**src/rtl/data_mem_ctrl.sv**
```systemverilog
// Load/store controller: request/ready data-memory handshake, pipeline stall, lane-aligned extended load data.
// Optional watchdog timeout enabled by defining DMEM_TIMEOUT_EN.
module data_mem_ctrl #(
  parameter int ADDR_W         = 20,
  parameter int TIMEOUT_CYCLES = 255
) (
  input  logic              clk,
  input  logic              rst,
  input  logic              req_valid,
  input  logic              req_we,
  input  logic [31:0]       req_addr,
  input  logic [31:0]       req_wdata,
  input  logic [1:0]        req_bytes,
  input  logic              req_unsigned,
  output logic              stall,
  output logic [31:0]       dout,
  output logic              err,
  output logic              mem_req,
  output logic              mem_we,
  output logic [ADDR_W-1:0] mem_addr,
  output logic [31:0]       mem_wdata,
  output logic [3:0]        mem_wstrb,
  input  logic              mem_ready,
  input  logic [31:0]       mem_rdata
);

  typedef enum logic [1:0] {S_IDLE, S_WAIT, S_DONE} state_t;

  state_t              state_q, state_d;
  logic                mem_req_q, mem_req_d;
  logic                mem_we_q, mem_we_d;
  logic [ADDR_W-1:0]   mem_addr_q, mem_addr_d;
  logic [31:0]         mem_wdata_q, mem_wdata_d;
  logic [3:0]          mem_wstrb_q, mem_wstrb_d;
  logic [1:0]          off_q, off_d;
  logic [1:0]          size_q, size_d;
  logic                uns_q, uns_d;
  logic                err_q, err_d;
  logic [31:0]         dout_q, dout_d;

  logic                illegal;
  logic [3:0]          strb;
  logic [31:0]         wdata_rep;
  logic [31:0]         lane;
  logic [31:0]         load_val;
  logic                unused_addr;

`ifdef DMEM_TIMEOUT_EN
  localparam logic [7:0] TO_LAST = 8'(TIMEOUT_CYCLES - 1);
  logic [7:0]          cnt_q, cnt_d;
`endif

  assign unused_addr = ^req_addr[31:ADDR_W+2];

  always_comb begin
    illegal   = (req_bytes == 2'b11) ||
                (req_bytes == 2'b01 && req_addr[0]) ||
                (req_bytes == 2'b10 && req_addr[1:0] != 2'b00);
    wdata_rep = req_wdata;
    strb      = 4'b1111;
    case (req_bytes)
      2'b00: begin
        wdata_rep = {4{req_wdata[7:0]}};
        strb      = 4'b0001 << req_addr[1:0];
      end
      2'b01: begin
        wdata_rep = {2{req_wdata[15:0]}};
        strb      = 4'b0011 << req_addr[1:0];
      end
      default: ;
    endcase

    // Load extraction uses the latched offset/size, not the live request.
    lane     = mem_rdata >> {off_q, 3'b000};
    load_val = lane;
    case (size_q)
      2'b00:   load_val = {{24{~uns_q & lane[7]}},  lane[7:0]};
      2'b01:   load_val = {{16{~uns_q & lane[15]}}, lane[15:0]};
      default: ;
    endcase
  end

  always_comb begin
    state_d     = state_q;
    mem_req_d   = mem_req_q;
    mem_we_d    = mem_we_q;
    mem_addr_d  = mem_addr_q;
    mem_wdata_d = mem_wdata_q;
    mem_wstrb_d = mem_wstrb_q;
    off_d       = off_q;
    size_d      = size_q;
    uns_d       = uns_q;
    err_d       = err_q;
    dout_d      = dout_q;
`ifdef DMEM_TIMEOUT_EN
    cnt_d       = cnt_q;
`endif
    case (state_q)
      S_IDLE: begin
        if (req_valid) begin
          if (illegal) begin
            state_d = S_DONE;
            err_d   = 1'b1;
            dout_d  = 32'h0;
          end else begin
            state_d     = S_WAIT;
            mem_req_d   = 1'b1;
            mem_we_d    = req_we;
            mem_addr_d  = req_addr[ADDR_W+1:2];
            mem_wdata_d = wdata_rep;
            mem_wstrb_d = req_we ? strb : 4'b0000;
            off_d       = req_addr[1:0];
            size_d      = req_bytes;
            uns_d       = req_unsigned;
`ifdef DMEM_TIMEOUT_EN
            cnt_d       = 8'd0;
`endif
          end
        end
      end
      S_WAIT: begin
        if (mem_ready) begin
          state_d   = S_DONE;
          mem_req_d = 1'b0;
          if (!mem_we_q) dout_d = load_val;
        end
`ifdef DMEM_TIMEOUT_EN
        else if (cnt_q == TO_LAST) begin
          state_d   = S_DONE;
          mem_req_d = 1'b0;
          err_d     = 1'b1;
          if (!mem_we_q) dout_d = 32'hDEADBEEF;
        end else begin
          cnt_d = cnt_q + 8'd1;
        end
`endif
      end
      S_DONE:  state_d = S_IDLE;
      default: state_d = S_IDLE;
    endcase
  end

  always_ff @(posedge clk or posedge rst) begin
    if (rst) begin
      state_q     <= S_IDLE;
      mem_req_q   <= 1'b0;
      mem_we_q    <= 1'b0;
      mem_addr_q  <= '0;
      mem_wdata_q <= 32'h0;
      mem_wstrb_q <= 4'h0;
      off_q       <= 2'b00;
      size_q      <= 2'b00;
      uns_q       <= 1'b0;
      err_q       <= 1'b0;
      dout_q      <= 32'h0;
`ifdef DMEM_TIMEOUT_EN
      cnt_q       <= 8'd0;
`endif
    end else begin
      state_q     <= state_d;
      mem_req_q   <= mem_req_d;
      mem_we_q    <= mem_we_d;
      mem_addr_q  <= mem_addr_d;
      mem_wdata_q <= mem_wdata_d;
      mem_wstrb_q <= mem_wstrb_d;
      off_q       <= off_d;
      size_q      <= size_d;
      uns_q       <= uns_d;
      err_q       <= err_d;
      dout_q      <= dout_d;
`ifdef DMEM_TIMEOUT_EN
      cnt_q       <= cnt_d;
`endif
    end
  end

  // Stall drops combinationally in DONE so the pipeline advances on that edge.
  assign stall     = req_valid && (state_q != S_DONE);
  assign dout      = dout_q;
  assign err       = err_q;
  assign mem_req   = mem_req_q;
  assign mem_we    = mem_we_q;
  assign mem_addr  = mem_addr_q;
  assign mem_wdata = mem_wdata_q;
  assign mem_wstrb = mem_wstrb_q;

endmodule

```
**config.mk**
```make
export PLATFORM = sky130hd
export DESIGN_NAME = data_mem_ctrl
export DESIGN_NICKNAME = d
export VERILOG_FILES = /design/src/rtl/data_mem_ctrl.sv
export SDC_FILE = /design/constraint.sdc
export NUM_CORES = 1
export LEC_CHECK = 0
export ABC_AREA = 1
export CORE_MARGIN = 2
export CORE_UTILIZATION = 43
export DETAILED_ROUTE_END_ITERATION = 8
export GPL_TIMING_DRIVEN = 1
export PLACE_DENSITY_LB_ADDON = 0.25
export SLEW_MARGIN = 20
export SYNTH_ARGS = -nofsm -noshare
export SYNTH_HDL_FRONTEND = slang
export SYNTH_SLANG_ARGS = --single-unit
```
**constraint.sdc**
```tcl
create_clock -name clk -period 3.8 [get_ports clk]
set_clock_uncertainty 0.1 [all_clocks]
set_input_delay 0.76 -clock clk [delete_from_list [all_inputs] [get_ports clk]]
set_output_delay 0.76 -clock clk [all_outputs]
set_load 0.01 [all_outputs]
```
## Word-level counts from Yosys, hierarchy flattened

Cells that the tools add are included.

- Register bits: 98
- Input port bits: 104
- Output and inout port bits: 92

- Equal/unequal tests: 11
- Multiplexer cells: 17
- Bitwise logic cells: 4
- Reductions and logical operators: 15
- Shifts and indexed selects: 3

Operators by type and width:

| cell | count |
|---|---|
| one-hot mux 32 bit (2 select lines) | 3 |
| two-way mux 32 bit | 4 |
| right shift 32 x 5 -> 32 bit | 1 |
| != test 2 bit (second input constant) | 6 |
| one-hot mux 4 bit (2 select lines) | 1 |
| == test 2 x 1 -> 1 bit (second input constant) | 3 |
| logical NOT 2 bit | 3 |
| two-way mux 2 bit | 3 |
| AND reduction 3 bit | 2 |
| AND reduction 5 bit | 1 |
| == test 2 bit (second input constant) | 2 |
| two-way mux 4 bit | 1 |
| one-hot mux 2 bit (2 select lines) | 1 |
| AND reduction 4 bit | 1 |
| nonzero test 2 bit | 2 |
| << shifter 1 x 2 -> 4 bit (first input constant) | 1 |
| << shifter 2 x 2 -> 4 bit (first input constant) | 1 |
| logical AND 1 bit | 3 |
| two-way mux 1 bit | 3 |
| AND 1 bit | 2 |
| logical OR 1 bit | 2 |
| NOT 1 bit | 2 |
| one-hot mux 1 bit (2 select lines) | 1 |
| AND reduction 2 bit | 1 |

## Depth between registers and ports, before layout

Gate-level depths: netlist of the first run.

- Depth in word-level cells: 7
- Gate-level depth with buffers: 10
- Mapped depth without buffers: 8

## Least setup slack after synthesis of the first run

No wires, ideal clock.

- Path type: input-to-output
- Start point: in req_valid
- End point: out stall
- Stages on the path: 1
- Path slack: 2.039 ns
- Arrival: 0.901 ns
- Buffers on the path: 0
- Path through: o21a_1

- Longest elaborated chain between the ends: 1

Ends and longest elaborated chain:

| what | RTL line | RTL |
|---|---|---|
| from (decl) | 9 | `input logic req_valid,` |
| logical AND 1 bit | 178 | `assign stall = req_valid && (state_q != S_DONE);` |
| to (decl) | 15 | `output logic stall,` |

No other way between the ends.

## Worst setup path after layout of the first run

Ends and elaborated chain as after synthesis.

==> summary.md, run 1 <==
| Metric | Value |
|---|---|
| Worst path max stage delay | `approximately 0.54 ns` |
| Syn nets | `between 700 and 800` |
| Unrepaired setup endpoints after global routing | `no` |
| Layout cells sized above 1 | `between 4 and 5%` |
| Synth Instances | `648` |
| DR vias | `4,832` |
| Crit path arrival time | `1.98 ns` |
| IO Count | `196` |
| Initial antenna violation count | `0` |
| DIE AREA | `12,000 µm²` |
| Synth cell types | `20` |
| Worst vdd ir | `roughly 0.31 mV` |
| Max capacitance violation total | `0` |
| Status | `finished clean` |
| Worst Setup End Kind | `primary output` |
| Vias in the first global route | `roughly 4,700` |
| Fmax | `0.352 GHz` |
| Setup bufs post-CTS | `0` |
| CTS tree | `done` |
| Total CTS buffers | `9` |
| Worst R2R Path Depth | `7` |
| Clk sinks | `between 90 and 100` |
| 1st-iter DRT viols | `382` |
| Slew HR | `47.7%` |
| #FFs+latches synth | `98` |
| Via density | `5.03` |
| R2r setup slk | `1.37 ns` |
| Hold Buf Count CTS | `0` |
| Starting density of the core | `44.2%` |
| Clock Pin Slew Worst Setup and Hold Paths | `around 0.09 ns` |
| Final setup vio count | `0` |
| Max FO, Critical Path | `3` |
| # rows | `38` |
| Worst setup margin | `0.960 ns` |
| Cell mode on critical path | `clkdlybuf4s50_1` |
| Worst reg2reg startpoint | `off_q[0]` |
| HPWL Detailed | `around 10,000 µm` |
| Tot GR Track Use | `around 24%` |
| Port Buf Inserts | `185` |
| Power per cell area | `647 nW/µm²` |
| RR Endpoint | `dout[18]` |
| Worst-margin pin slew | `0.785 ns` |
| Die Y-Extent | `110 µm` |
| Total power | `roughly 4.5 mW` |
| Crit path kind | `in -> out` |
| Synth warn | `0` |
| Critical Path RT | `2.94 ns` |
| Final setup TNS | `0 ns` |
| End of the worst hold path | `mem_addr[15]` |
| Clk_lat worst skew | `about 0.37 ns` |
| Final min period | `2.84 ns` |
| Syn Area/Cell | `7.40 µm²` |
| Core area | `10,800 µm²` |
| Worst slack, placed | `~0.95 ns` |
| CTS Buffer Depth | `2` |
| Crit share post-route | `about 75%` |
| Synthesis-to-layout area growth | `44.4%` |
| Crit-path cells | `clkdlybuf4s50_1, o21a_1, clkdlybuf4s50_1` |
| DRC viols | `0` |
| Hold path cells | `2` |
| CP max stage cell | `clkdlybuf4s50_1` |
| GPL Wtd Cong | `0.906` |
| Slew Limit Fails | `0` |
| Final hold violations | `0` |
| CTS resizes | `0` |
| Remaining antenna violation count after routing | `0` |
| Global route overflow | `0` |
| Pleak | `3.45 nW` |
| DR WL/cell | `around 15 µm` |
| Nets | `920` |
| ANT cells | `0` |
| Synth Cell Area | `4800 µm²` |
| Die W | `110 µm` |
| Min-delay src | `mem_addr[15]` |
| Global-route wire length before repair | `approximately 22,000 µm` |
| CP Launch Type | `input port` |
| Detailed Routing Iterations Pass 1 | `5` |
| Worst hold path class | `reg -> reg` |
| CTS HTree Levels | `3` |
| Final wirelength | `14,100 µm` |
| Seq/Total Area, Yosys | `51.1%` |
| Pin count of the biggest net entering global routing | `52` |
| Root buffer cell | `clkbuf_8` |
-- Yosys cell counts, drive strengths merged --
library cell | n | area, µm²
a21oi | 32 | 160
a31o | 1 | 8.76
buf | 25 | 135
clkbuf | 8 | 30.0
dfrtp | 98 | 2450
inv | 37 | 139
nand2 | 319 | 1210
nand3 | 26 | 155
nand3b | 1 | 20.0
nor2 | 28 | 120
o21a | 1 | 7.51
o21ai | 72 | 360
-- metal layers --
metal  part of all wire [%]  up-vias  GRT usage [%]
met4                    1.8        0           7.87
li1                       -     2362              -
met3                    9.8       21           7.71
met2                     46      206           39.8
met5                      0        -              0
met1                     42     2243           30.5
-- worst max-delay path by stage --
| stage | startpoint | endpoint | slack [ns] |
|---|---|---|---|
| after floorplan | rst | dout[0] | 0.38 |
| after global placement | req_valid | stall | 1.0 |
| after detailed placement | req_valid | stall | 0.95 |
| after CTS | req_valid | stall | 0.94 |
| after global routing | req_valid | stall | 0.93 |
| final | req_valid | stall | 0.96 |
-- per-stage QoR --
step / std cells / util (%) / instance area [µm²] / hold WS (ns)
after detailed placement: 945 / 62.0 / 6720 / 0.360
after floorplan: 648 / - / 4800 / 0.365
after global placement: 945 / 62.0 / 6720 / 0.355
final: 960 / 63.9 / 6930 / 0.377
after global routing: 960 / 63.9 / 6930 / 0.399
after CTS: 960 / 63.9 / 6930 / 0.382
-- where the power goes --
part	switching (mW)	internal (mW)
Sequential	0.280	1.42
Combinational	1.06	1.01
Clock	0.358	0.355
-- sequential cells by signal, indices dropped and copies added, names as in the netlist --
name and count:
state_q 2, mem_addr 20, err 1, mem_we 1, dout 32, size_q 2
mem_wdata 32, mem_req 1, mem_wstrb 4, uns_q 1, off_q 2
-- area by class of cell --
type	count	area, µm²
multi-input cells	480	2040
clock buffers	13	169
inverters	37	141
clock inverters	2	35.0
well taps	140	175
flip-flops and latches	98	2450
fillers	985	3910
repair buffers	190	1910
-- cells in the final DEF, fill, tap and decap left out --
cell type,instances
a21oi_1,32
a31o_2,1
buf_12,2
buf_4,3
bufinv_16,1
clkbuf_1,1
clkbuf_8,12
clkdlybuf4s50_1,185
clkinv_2,1
dfrtp_1,98
inv_1,32
inv_2,4
inv_4,1
nand2_1,315
nand2_2,4
nand3_1,24
nand3_4,2
nand3b_4,1
nor2_1,26
nor2_4,2
o21a_1,1
o21ai_0,46
o21ai_1,26
-- critical path: cells and delay by family --
family	cells	cell delay, ns
buf+inv	2	1.07
compound gates	1	0.15
-- logic make-up after synthesis --
logic type,share of synthesized area (%)
buffers and inverters,6.34
and+or+nand+nor,31.3
DFF,51.1
AOI/OAI and AO/OA,11.2
(Power assumes the default switching activity.)
==> run 2, diff against run 1 <==
==> constraint.sdc (replaced) <==
create_clock -name clk -period 2.81 [get_ports clk]
set_clock_uncertainty 0.1 [all_clocks]
set_input_delay 0.562 -clock clk [delete_from_list [all_inputs] [get_ports clk]]
set_output_delay 0.562 -clock clk [all_outputs]
set_load 0.01 [all_outputs]
==> summary.md, run 2 (synthesized netlist as in run 1, its figures left out) <==
| Metric | Value |
|---|---|
| Nets | `923` |
| Worst setup margin | `0.376 ns` |
| CTS Buffer Depth | `2` |
| Net Sw Power | `roughly 2.3 mW` |
| Detailed Routing Iterations Pass 1 | `5` |
| Final setup TNS | `0 ns` |
| Clk_lat worst skew | `0.36 ns` |
| Placed Area | `approximately 6700 µm²` |
| CTS tree | `done` |
| DR vias | `just under 5,000` |
| Die Y-Extent | `110 µm` |
| 1st-iter DRT viols | `391` |
| Tot GR Track Use | `23.9%` |
| Global route overflow | `0` |
| Slew HR | `45.2%` |
| Final hold violations | `0` |
| Max capacitance violation total | `0` |
| Die W | `~110 µm` |
| Worst slack, placed | `roughly 0.28 ns` |
| Global-route wire length before repair | `22,200 µm` |
| DIE AREA | `12,000 µm²` |
| Pin count of the biggest net entering global routing | `99` |
| Sw Ratio | `37.6%` |
| Synthesis-to-layout area growth | `44.9%` |
| Buf+Inv Stages, Crit Path | `2` |
| Pleak | `3.47 nW` |
| Commonest non-fill, non-tap cell in the layout | `nand2_1` |
| Layout cells sized above 1 | `4.50%` |
| Setup bufs post-CTS | `0` |
| Delay-heaviest family, CP | `buffers and inverters` |
| Crit-path cells | `clkdlybuf4s50_1, o21a_1, clkdlybuf4s50_1` |
| Port Buf Inserts | `185` |
| Starting density of the core | `44.2%` |
| Max FO, Critical Path | `3` |
| Final wirelength | `14,100 µm` |
| Internal | `3.78 mW` |
| Status | `finished clean` |
| Remaining antenna violation count after routing | `0` |
| Fmax | `between 0.4 and 0.5 GHz` |
| CTS resizes | `0` |
| Cell area after layout | `6950 µm²` |
| DR WL/cell | `14.6 µm` |
| DRC viols | `0` |
| Unrepaired setup endpoints after global routing | `no` |
| Cell mode on critical path | `clkdlybuf4s50_1` |
| Multi-input logic area | `2040 µm²` |
| CP Launch Type | `input port` |
| ANT cells | `0` |
| Worst-margin pin slew | `roughly 0.82 ns` |
| Fraction of power consumed by the clock network | `15.8%` |
| Fillers | `969` |
| Final min period | `2.43 ns` |
| Crit share post-route | `86.6%` |
| Flop pwr share | `between 30% and 40%` |
| Initial antenna violation count | `0` |
| Crit path arrival time | `1.77 ns` |
| IO Count | `196` |
| Core area | `10,800 µm²` |
| Final setup vio count | `0` |
| # rows | `38` |
| Power per cell area | `871 nW/µm²` |
| GPL Wtd Cong | `0.876` |
| Clk sinks | `between 90 and 100` |
| Root buffer cell | `clkbuf_8` |
| Total CTS buffers | `9` |
| CP max stage cell | `clkdlybuf4s50_1` |
| Logic pwr share | `46.5%` |
| CTS HTree Levels | `3` |
| Most frequent cells in the layout | `nand2_1 (315), clkdlybuf4s50_1 (185), dfrtp_1 (98), o21ai_0 (46)` |
| Crit path kind | `in -> out` |
| Clock Pin Slew Worst Setup and Hold Paths | `roughly 0.090 ns` |
| Worst hold path class | `reg -> reg` |
| Hold Buf Count CTS | `0` |
| HPWL Detailed | `10,300 µm` |
| Critical Path RT | `2.15 ns` |
| Slew Limit Fails | `0` |
| Worst Setup End Kind | `primary output` |
| Register area | `2450 µm²` |
| Worst path max stage delay | `0.53 ns` |
| Via density | `5.03` |
| Worst vdd ir | `between 0.4 and 0.5 mV` |
| Vias in the first global route | `4,652` |
## run 2: changes by cell type in the layout (fill, tap and decap cells not counted)
cell	previous run	this run
buf_4	3	6
inv_4	1	0
clkinvlp_4	0	1
## run 2: metal layers
layer / GRT usage (%) / up-vias / wire [µm]
li1: - / 2370 / -
met1: 29.9 / 2246 / 5890
met2: 39.2 / 206 / 6560
met3: 7.59 / 24 / 1400
met4: 7.96 / 0 / 260
met5: 0 / - / 0
## run 2: tightest hold or removal path, stage by stage (launching register included)
cell	delay (ns)
dfrtp_1	0.35
nand2_1	0.05
nand2_1	0.04
## run 2: power groups by stage
stage / combinational, mW / sequential [mW] / clock [mW]
2_1_floorplan: 1.22 / 2.45 / 0
3_3_place_gp: 2.80 / 2.28 / 0
3_5_place_dp: 2.84 / 2.30 / 0
4_1_cts: 2.85 / 2.28 / 0.974
6_report: 2.82 / 2.28 / 0.955
5_1_grt: 3.12 / 2.35 / 1.04
## run 2: worst paths after layout
| kind | startpoint | to | slack (ns) | depth (start not counted) |
|---|---|---|---|---|
| setup reg to reg | off_q[0] | dout[19] | 0.39 | 7 |
| hold / removal | mem_addr[16] | mem_addr[16] | 0.38 | 2 |
| max in group asynchronous | rst | dout[17] | 1.60 | 3 |
| min in group asynchronous | rst | dout[0] | 0.59 | 3 |
| setup / recovery | req_valid | stall | 0.38 | 3 |
| hold reg to reg | mem_addr[16] | mem_addr[16] | 0.38 | 2 |
## run 2: stage by stage
| step | hold slack [ns] | utilization, % | total power [mW] | instances |
|---|---|---|---|---|
| after floorplan | 0.365 | - | 3.67 | 648 |
| after global placement | 0.355 | 62.2 | 5.07 | 948 |
| after detailed placement | 0.359 | 62.2 | 5.14 | 948 |
| after CTS | 0.381 | 64.1 | 6.11 | 963 |
| after global routing | 0.409 | 64.1 | 6.51 | 963 |
| final | 0.378 | 64.1 | 6.06 | 963 |
## run 2: area by class of cell
cell class	count	share of cell area [%]
inverters	37	2.05
multi-input cells	480	29.3
repair buffers	193	27.9
flip-flops and latches	98	35.3
clock inverters	2	0.504
clock buffers	13	2.43
well taps	140	2.52
